### src/rtl/register_scoreboard_pkg.sv
// Shared types for the decode-stage register scoreboard.
// Register 0 is hardwired, so decode helpers never produce a strobe for it.
package register_scoreboard_pkg;

    localparam int REG_ADDRESS_WIDTH = 5;
    localparam int NUM_REGS          = 1 << REG_ADDRESS_WIDTH;

    typedef logic [REG_ADDRESS_WIDTH-1:0] RegAddress;

    function automatic logic [NUM_REGS-1:0] oneHot(input logic en, input RegAddress addr);
        oneHot = '0;
        if (en && (addr != '0)) begin
            oneHot[addr] = 1'b1;
        end
    endfunction

endpackage

### src/rtl/register_scoreboard_if.sv
// Issue/writeback/kill bundle between the decode stage and the register scoreboard.
// The pipeline side is the master; the scoreboard answers with stall, busy_mask and error.
interface register_scoreboard_if;
    import register_scoreboard_pkg::*;

    logic                issue_valid;
    RegAddress           issue_rs1;
    RegAddress           issue_rs2;
    logic                issue_use_rs1;
    logic                issue_use_rs2;
    RegAddress           issue_rd;
    logic                issue_wr_rd;
    logic                wb_valid;
    RegAddress           wb_rd;
    logic                kill_valid;
    RegAddress           kill_rd;
    logic                stall;
    logic [NUM_REGS-1:0] busy_mask;
    logic                error;

    modport master (
        output issue_valid, issue_rs1, issue_rs2, issue_use_rs1, issue_use_rs2,
        output issue_rd, issue_wr_rd, wb_valid, wb_rd, kill_valid, kill_rd,
        input  stall, busy_mask, error
    );

    modport slave (
        input  issue_valid, issue_rs1, issue_rs2, issue_use_rs1, issue_use_rs2,
        input  issue_rd, issue_wr_rd, wb_valid, wb_rd, kill_valid, kill_rd,
        output stall, busy_mask, error
    );

endinterface

### src/rtl/register_scoreboard_counter.sv
// Per-register in-flight writer counter; all same-edge events fold into one net delta.
// Out-of-range results clamp and raise a one-cycle underflow/overflow flag.
module scoreboard_counter #(
    parameter int MAX_INFLIGHT = 3,
    parameter int CW           = $clog2(MAX_INFLIGHT + 1)
) (
    input  logic          clk,
    input  logic          reset,
    input  logic          inc_i,
    input  logic          dec_wb_i,
    input  logic          dec_kill_i,
    output logic [CW-1:0] cnt_o,
    output logic          underflow_o,
    output logic          overflow_o
);

    logic [CW-1:0] cnt_q;
    logic [CW-1:0] cnt_d;
    int            netCount;

    always_comb begin
        netCount    = int'(cnt_q) + int'(inc_i) - int'(dec_wb_i) - int'(dec_kill_i);
        underflow_o = (netCount < 0);
        overflow_o  = (netCount > MAX_INFLIGHT);
        cnt_d       = CW'(netCount);
        if (underflow_o) begin
            cnt_d = '0;
        end else if (overflow_o) begin
            cnt_d = CW'(MAX_INFLIGHT);
        end
    end

    always_ff @(posedge clk or posedge reset) begin
        if (reset) begin
            cnt_q <= '0;
        end else begin
            cnt_q <= cnt_d;
        end
    end

    assign cnt_o = cnt_q;

endmodule

### src/rtl/register_scoreboard.sv
// Decode-stage RAW hazard tracker in front of the write-then-read register file.
// A writeback on the same edge as a read is forwarded by the rf, so it does not stall.
module register_scoreboard
    import register_scoreboard_pkg::*;
#(
    parameter int MAX_INFLIGHT = 3
) (
    input  logic             clk,
    input  logic             reset,
    register_scoreboard_if.slave sb
);

    localparam int CW = $clog2(MAX_INFLIGHT + 1);

    logic [CW-1:0]       cnt [NUM_REGS];
    logic [NUM_REGS-1:0] wbHot;
    logic [NUM_REGS-1:0] killHot;
    logic [NUM_REGS-1:1] incHot;
    logic [NUM_REGS-1:1] underflow;
    logic [NUM_REGS-1:1] overflow;
    logic                stallRs1;
    logic                stallRs2;
    logic                stallRd;
    logic                accept;
    logic                error_q;
    logic                error_d;

    assign wbHot   = oneHot(sb.wb_valid, sb.wb_rd);
    assign killHot = oneHot(sb.kill_valid, sb.kill_rd);
    assign cnt[0]  = '0;

    // A source is pending if anything remains after this cycle's writeback lands.
    always_comb begin
        stallRs1 = sb.issue_use_rs1 &&
                   (({1'b0, cnt[sb.issue_rs1]} - {{CW{1'b0}}, wbHot[sb.issue_rs1]}) != '0);
        stallRs2 = sb.issue_use_rs2 &&
                   (({1'b0, cnt[sb.issue_rs2]} - {{CW{1'b0}}, wbHot[sb.issue_rs2]}) != '0);
        stallRd  = sb.issue_wr_rd && (sb.issue_rd != '0) &&
                   (cnt[sb.issue_rd] == CW'(MAX_INFLIGHT)) &&
                   !wbHot[sb.issue_rd] && !killHot[sb.issue_rd];
        sb.stall = sb.issue_valid && (stallRs1 || stallRs2 || stallRd);
    end

    assign accept = sb.issue_valid && !sb.stall;

    always_comb begin
        incHot = '0;
        for (int r = 1; r < NUM_REGS; r++) begin
            incHot[r] = accept && sb.issue_wr_rd && (sb.issue_rd == RegAddress'(r));
        end
    end

    for (genvar r = 1; r < NUM_REGS; r++) begin : gCounter
        scoreboard_counter #(
            .MAX_INFLIGHT (MAX_INFLIGHT),
            .CW           (CW)
        ) uCounter (
            .clk         (clk),
            .reset       (reset),
            .inc_i       (incHot[r]),
            .dec_wb_i    (wbHot[r]),
            .dec_kill_i  (killHot[r]),
            .cnt_o       (cnt[r]),
            .underflow_o (underflow[r]),
            .overflow_o  (overflow[r])
        );
    end

    always_comb begin
        sb.busy_mask = '0;
        for (int r = 0; r < NUM_REGS; r++) begin
            sb.busy_mask[r] = (cnt[r] != '0);
        end
    end

    assign error_d = error_q || (|underflow) || (|overflow);

    always_ff @(posedge clk or posedge reset) begin
        if (reset) begin
            error_q <= 1'b0;
        end else begin
            error_q <= error_d;
        end
    end

    assign sb.error = error_q;

endmodule
### src/flat_wrapper.sv
// flat-port wrapper written by rule: the top's interface ports become plain ports
module register_scoreboard_flat import register_scoreboard_pkg::*;
#(
    parameter int MAX_INFLIGHT = 3
)
  (clk, reset, sb_issue_valid, sb_issue_rs1, sb_issue_rs2, sb_issue_use_rs1, sb_issue_use_rs2, sb_issue_rd, sb_issue_wr_rd, sb_wb_valid, sb_wb_rd, sb_kill_valid, sb_kill_rd, sb_stall, sb_busy_mask, sb_error);
  register_scoreboard_if sb_i ();
  input  logic clk;
  input  logic reset;
  input wire logic [$bits(sb_i.issue_valid)-1:0] sb_issue_valid;
  input wire logic [$bits(sb_i.issue_rs1)-1:0] sb_issue_rs1;
  input wire logic [$bits(sb_i.issue_rs2)-1:0] sb_issue_rs2;
  input wire logic [$bits(sb_i.issue_use_rs1)-1:0] sb_issue_use_rs1;
  input wire logic [$bits(sb_i.issue_use_rs2)-1:0] sb_issue_use_rs2;
  input wire logic [$bits(sb_i.issue_rd)-1:0] sb_issue_rd;
  input wire logic [$bits(sb_i.issue_wr_rd)-1:0] sb_issue_wr_rd;
  input wire logic [$bits(sb_i.wb_valid)-1:0] sb_wb_valid;
  input wire logic [$bits(sb_i.wb_rd)-1:0] sb_wb_rd;
  input wire logic [$bits(sb_i.kill_valid)-1:0] sb_kill_valid;
  input wire logic [$bits(sb_i.kill_rd)-1:0] sb_kill_rd;
  output wire logic [$bits(sb_i.stall)-1:0] sb_stall;
  output wire logic [$bits(sb_i.busy_mask)-1:0] sb_busy_mask;
  output wire logic [$bits(sb_i.error)-1:0] sb_error;
  assign sb_i.issue_valid = sb_issue_valid;
  assign sb_i.issue_rs1 = sb_issue_rs1;
  assign sb_i.issue_rs2 = sb_issue_rs2;
  assign sb_i.issue_use_rs1 = sb_issue_use_rs1;
  assign sb_i.issue_use_rs2 = sb_issue_use_rs2;
  assign sb_i.issue_rd = sb_issue_rd;
  assign sb_i.issue_wr_rd = sb_issue_wr_rd;
  assign sb_i.wb_valid = sb_wb_valid;
  assign sb_i.wb_rd = sb_wb_rd;
  assign sb_i.kill_valid = sb_kill_valid;
  assign sb_i.kill_rd = sb_kill_rd;
  assign sb_stall = sb_i.stall;
  assign sb_busy_mask = sb_i.busy_mask;
  assign sb_error = sb_i.error;
  register_scoreboard #(.MAX_INFLIGHT(MAX_INFLIGHT)) u_core (.clk(clk), .reset(reset), .sb(sb_i));
endmodule
### config.mk
export PLATFORM = sky130hd
export DESIGN_NAME = register_scoreboard_flat
export DESIGN_NICKNAME = d
export VERILOG_FILES = /design/src/rtl/register_scoreboard_pkg.sv /design/src/rtl/register_scoreboard_if.sv /design/src/rtl/register_scoreboard_counter.sv /design/src/rtl/register_scoreboard.sv /design/src/flat_wrapper.sv
export SDC_FILE = /design/constraint.sdc
export NUM_CORES = 1
export LEC_CHECK = 0
export BUFFER_PORTS_ARGS = -buffer_cell sky130_fd_sc_hd__buf_4
export CAP_MARGIN = 0
export CORE_MARGIN = 4
export CORE_UTILIZATION = 47
export DETAILED_ROUTE_END_ITERATION = 10
export HOLD_SLACK_MARGIN = 0.05
export PLACE_DENSITY_LB_ADDON = 0.25
export SYNTH_ARGS = -nofsm -noshare
export SYNTH_HDL_FRONTEND = slang
export SYNTH_SLANG_ARGS = --single-unit
### constraint.sdc
create_clock -name clk -period 7.3 [get_ports clk]
set_clock_uncertainty 0.1 [all_clocks]
set_input_delay 0.73 -clock clk [delete_from_list [all_inputs] [get_ports clk]]
set_output_delay 0.73 -clock clk [all_outputs]
set_load 0.01 [all_outputs]
==> summary.txt <==
outcome = finished clean
actual slew at the worst max-slew pin = 0.9013 ns
Final #Nets = 1,186
yosys warns = 0
vias in the first global route = 7,836
Crit Path Category = input pin to flop
Root Buffer = clkbuf_16
crit path cell chain = buf_4 > nand2b_1 > nor2_1 > o31ai_1 > o21ai_0 > a2111oi_0 > o221a_2 > buf_4 > nor3_2 > ha_1 > inv_1 > fa_1 > and3_1 > nor4_1 > nand4_1 > nor4_1 > nand4_1
Worst Path Max Fanout = 23
average size of a mapped cell = 8.951 sq um
Mapped Cells = 974
# diodes = 0
register area share after synthesis = 18.08%
Worst-Skew Late Latency = 0.35 ns
global-route usage over all layers = 31.16%
H-tree levels = 3
async set or reset register ratio after synthesis = 100.0%
largest cells by area after synthesis = dfrtp_1, ha_1, fa_1, mux4_2, inv_1
critical path's slowest cell = o221a_2
Slew headroom = 39.92%
DRT Pass-1 Iters = 7
P_leak = 0.004237 uW
initial antenna violation count = 0
min cycle time layout = 5.988 ns
Tcrit/Tclk final = 82.02%
Initial DRC Count = 938
Unique masters post-synth = 75
Placer Congestion = 1.034
vias post-DR = 8,143
Sink Count = 63
Worst setup EP type = flop
pwr/cell area = 253.3 nW/um^2
Worst Setup Start Kind = input pin
PostCTS Resize Cnt = 0
# IOs = 67
Worst EP arrival = 6.09 ns
RSZ-0062 raised after global routing = no
first-pass GRT wire length = 47,750 microns
Layout area overhead = 8.582%
die area = 20,790 sq um
Clk pin slew, worst setup/hold paths = 0.06 ns
IO buf count = 65
Slew Viols, Final = 0
Max Freq = 167.0 MHz
R2R Path End = u_core.sb.error$_DFF_PP0_
Routed Antenna Nets = 0
largest area contributor in the netlist = dfrtp_1
Filler Cells Inserted = 1,737
Post-synth EDFFs = 0
Reg2Reg Depth = 16
routed vias/inst = 6.615
hpwl dp = 24,740 microns
Peak VDD IR = 152.7 uV
R2R Setup Slk = 1.86 ns
Fin Setup TNS = 0 ns
Register Area = 1577 sq um
Initial Utilization = 48.20%
Site Rows = 49
Yosys reg bits = 63
Post-CTS Hold Fix Bufs = 0
post-synth top area share = 18.08%
postcts setup bufs = 0
most numerous cell in the Yosys netlist = ha_1
Die Span X = 144.2 microns
Final Hold Vio Count = 0
Setup-failing EPs final = 0
Hold Path Class = input pin to async pin
largest net degree at the start of global routing = 64
# DRC = 0
R2R Path Start = u_core.gCounter[3].uCounter.cnt_o[0]$_DFF_PP0_
area of the multi-input gates = 6426 sq um
Die H = 144.2 microns
max_cap viols = 0
Layout Utilization = 52.34%
final WL = 31,840 microns
crit-path max cell delay = 0.71 ns
TritonCTS Buffers = 9
WP data required = 7.41 ns
total gr overflow = 0
Synth Flop Type = dfrtp_1
Post-Syn Area = 8718 sq um
layout cell share with drive strength beyond 1 = 18.76%
CTS tree = yes
Avg WL per Cell = 25.87 microns
maximum clock insertion buffer count = 2
synth cell count leaders = ha_1, inv_1, nor2_1, a21oi_1, dfrtp_1
Synthesized Nets = 1,162
core area = 18,090 sq um
==> power breakdown <==
part	total, uW	leakage, uW	internal [uW]	switching (uW)
sequential	902	0.000694	515	387
clock	406	0.000131	235	171
combinational	1090	0.00341	546	545
==> state kept, by name, indices dropped and copies added (netlist names) <==
register	count
u_core.gCounter.uCounter.cnt_o	62
u_core.sb.error	1
==> cell usage in the layout (no fill, tap or decap), drive strengths merged, types with 31 or more instances in the layout <==
cell / Yosys / routed
or2: 38 / 38
ha: 124 / 124
nor2b: 37 / 37
fa: 31 / 31
buf: 38 / 70
inv: 103 / 103
nor3: 45 / 45
a21oi: 66 / 66
nand2: 43 / 43
nor2: 72 / 72
dfrtp: 63 / 63
==> worst max-delay path: cells and delay by family <==
| kind | cells | cell delay, ns |
|---|---|---|
| buffers and inverters | 3 | 0.51 |
| AOI/OAI and AO/OA | 4 | 1.60 |
| and+or+nand+nor | 8 | 2.54 |
| adders and majority gates | 2 | 0.68 |
==> per-layer routing <==
metal | wire, microns | track usage, % | share of wire, %
met5 | 0 | 0 | 0
met4 | 1555 | 13.89 | 4.9
met3 | 3712 | 8.565 | 12
met2 | 13640 | 45.81 | 43
met1 | 12930 | 42.98 | 41
==> area by class of cell <==
cell class / instances / area share, %
clock inverter: 4 / 0.2379
inverter: 103 / 4.084
sequential: 63 / 16.65
clock buffer: 11 / 2.564
multi-input combinational: 751 / 67.88
tap: 229 / 3.027
timing repair buffer: 70 / 5.551
==> logic make-up after synthesis <==
kind of cell / synth area share (%)
adders and majority gates: 24.91
muxes: 10.10
other: 0.04301
DFF: 18.08
xor gates and xnor gates: 0.9041
and+or+nand+nor: 24.71
buffers and inverters: 8.209
AOI/OAI and AO/OA: 13.03
==> how the worst max path moves through the flow <==
stage                                endpoint      startpoint  slack (ns)  cells past startpoint
floorplan           u_core.sb.error$_DFF_PP0_  sb_issue_rd[1]        2.54                     19
detailed placement  u_core.sb.error$_DFF_PP0_  sb_issue_rd[0]        1.21                     17
global placement    u_core.sb.error$_DFF_PP0_  sb_issue_rd[0]        1.35                     17
finish              u_core.sb.error$_DFF_PP0_     sb_wb_rd[3]        1.31                     17
CTS                 u_core.sb.error$_DFF_PP0_  sb_issue_rd[0]        1.54                     17
global route        u_core.sb.error$_DFF_PP0_     sb_wb_rd[3]        1.14                     17
==> through the flow <==
stage	std cells	power [uW]	instance area [sq um]	hold WS [ns]	setup WS (ns)
after floorplan	974	1455	8718	0.5657	2.541
after global placement	1216	1927	9201	0.6293	1.353
after detailed placement	1216	1951	9201	0.6226	1.208
after CTS	1231	2366	9467	0.5829	1.545
after global routing	1231	2552	9467	0.6320	1.144
final	1231	2398	9467	0.5481	1.312
Power figures use the tool's default switching activity.
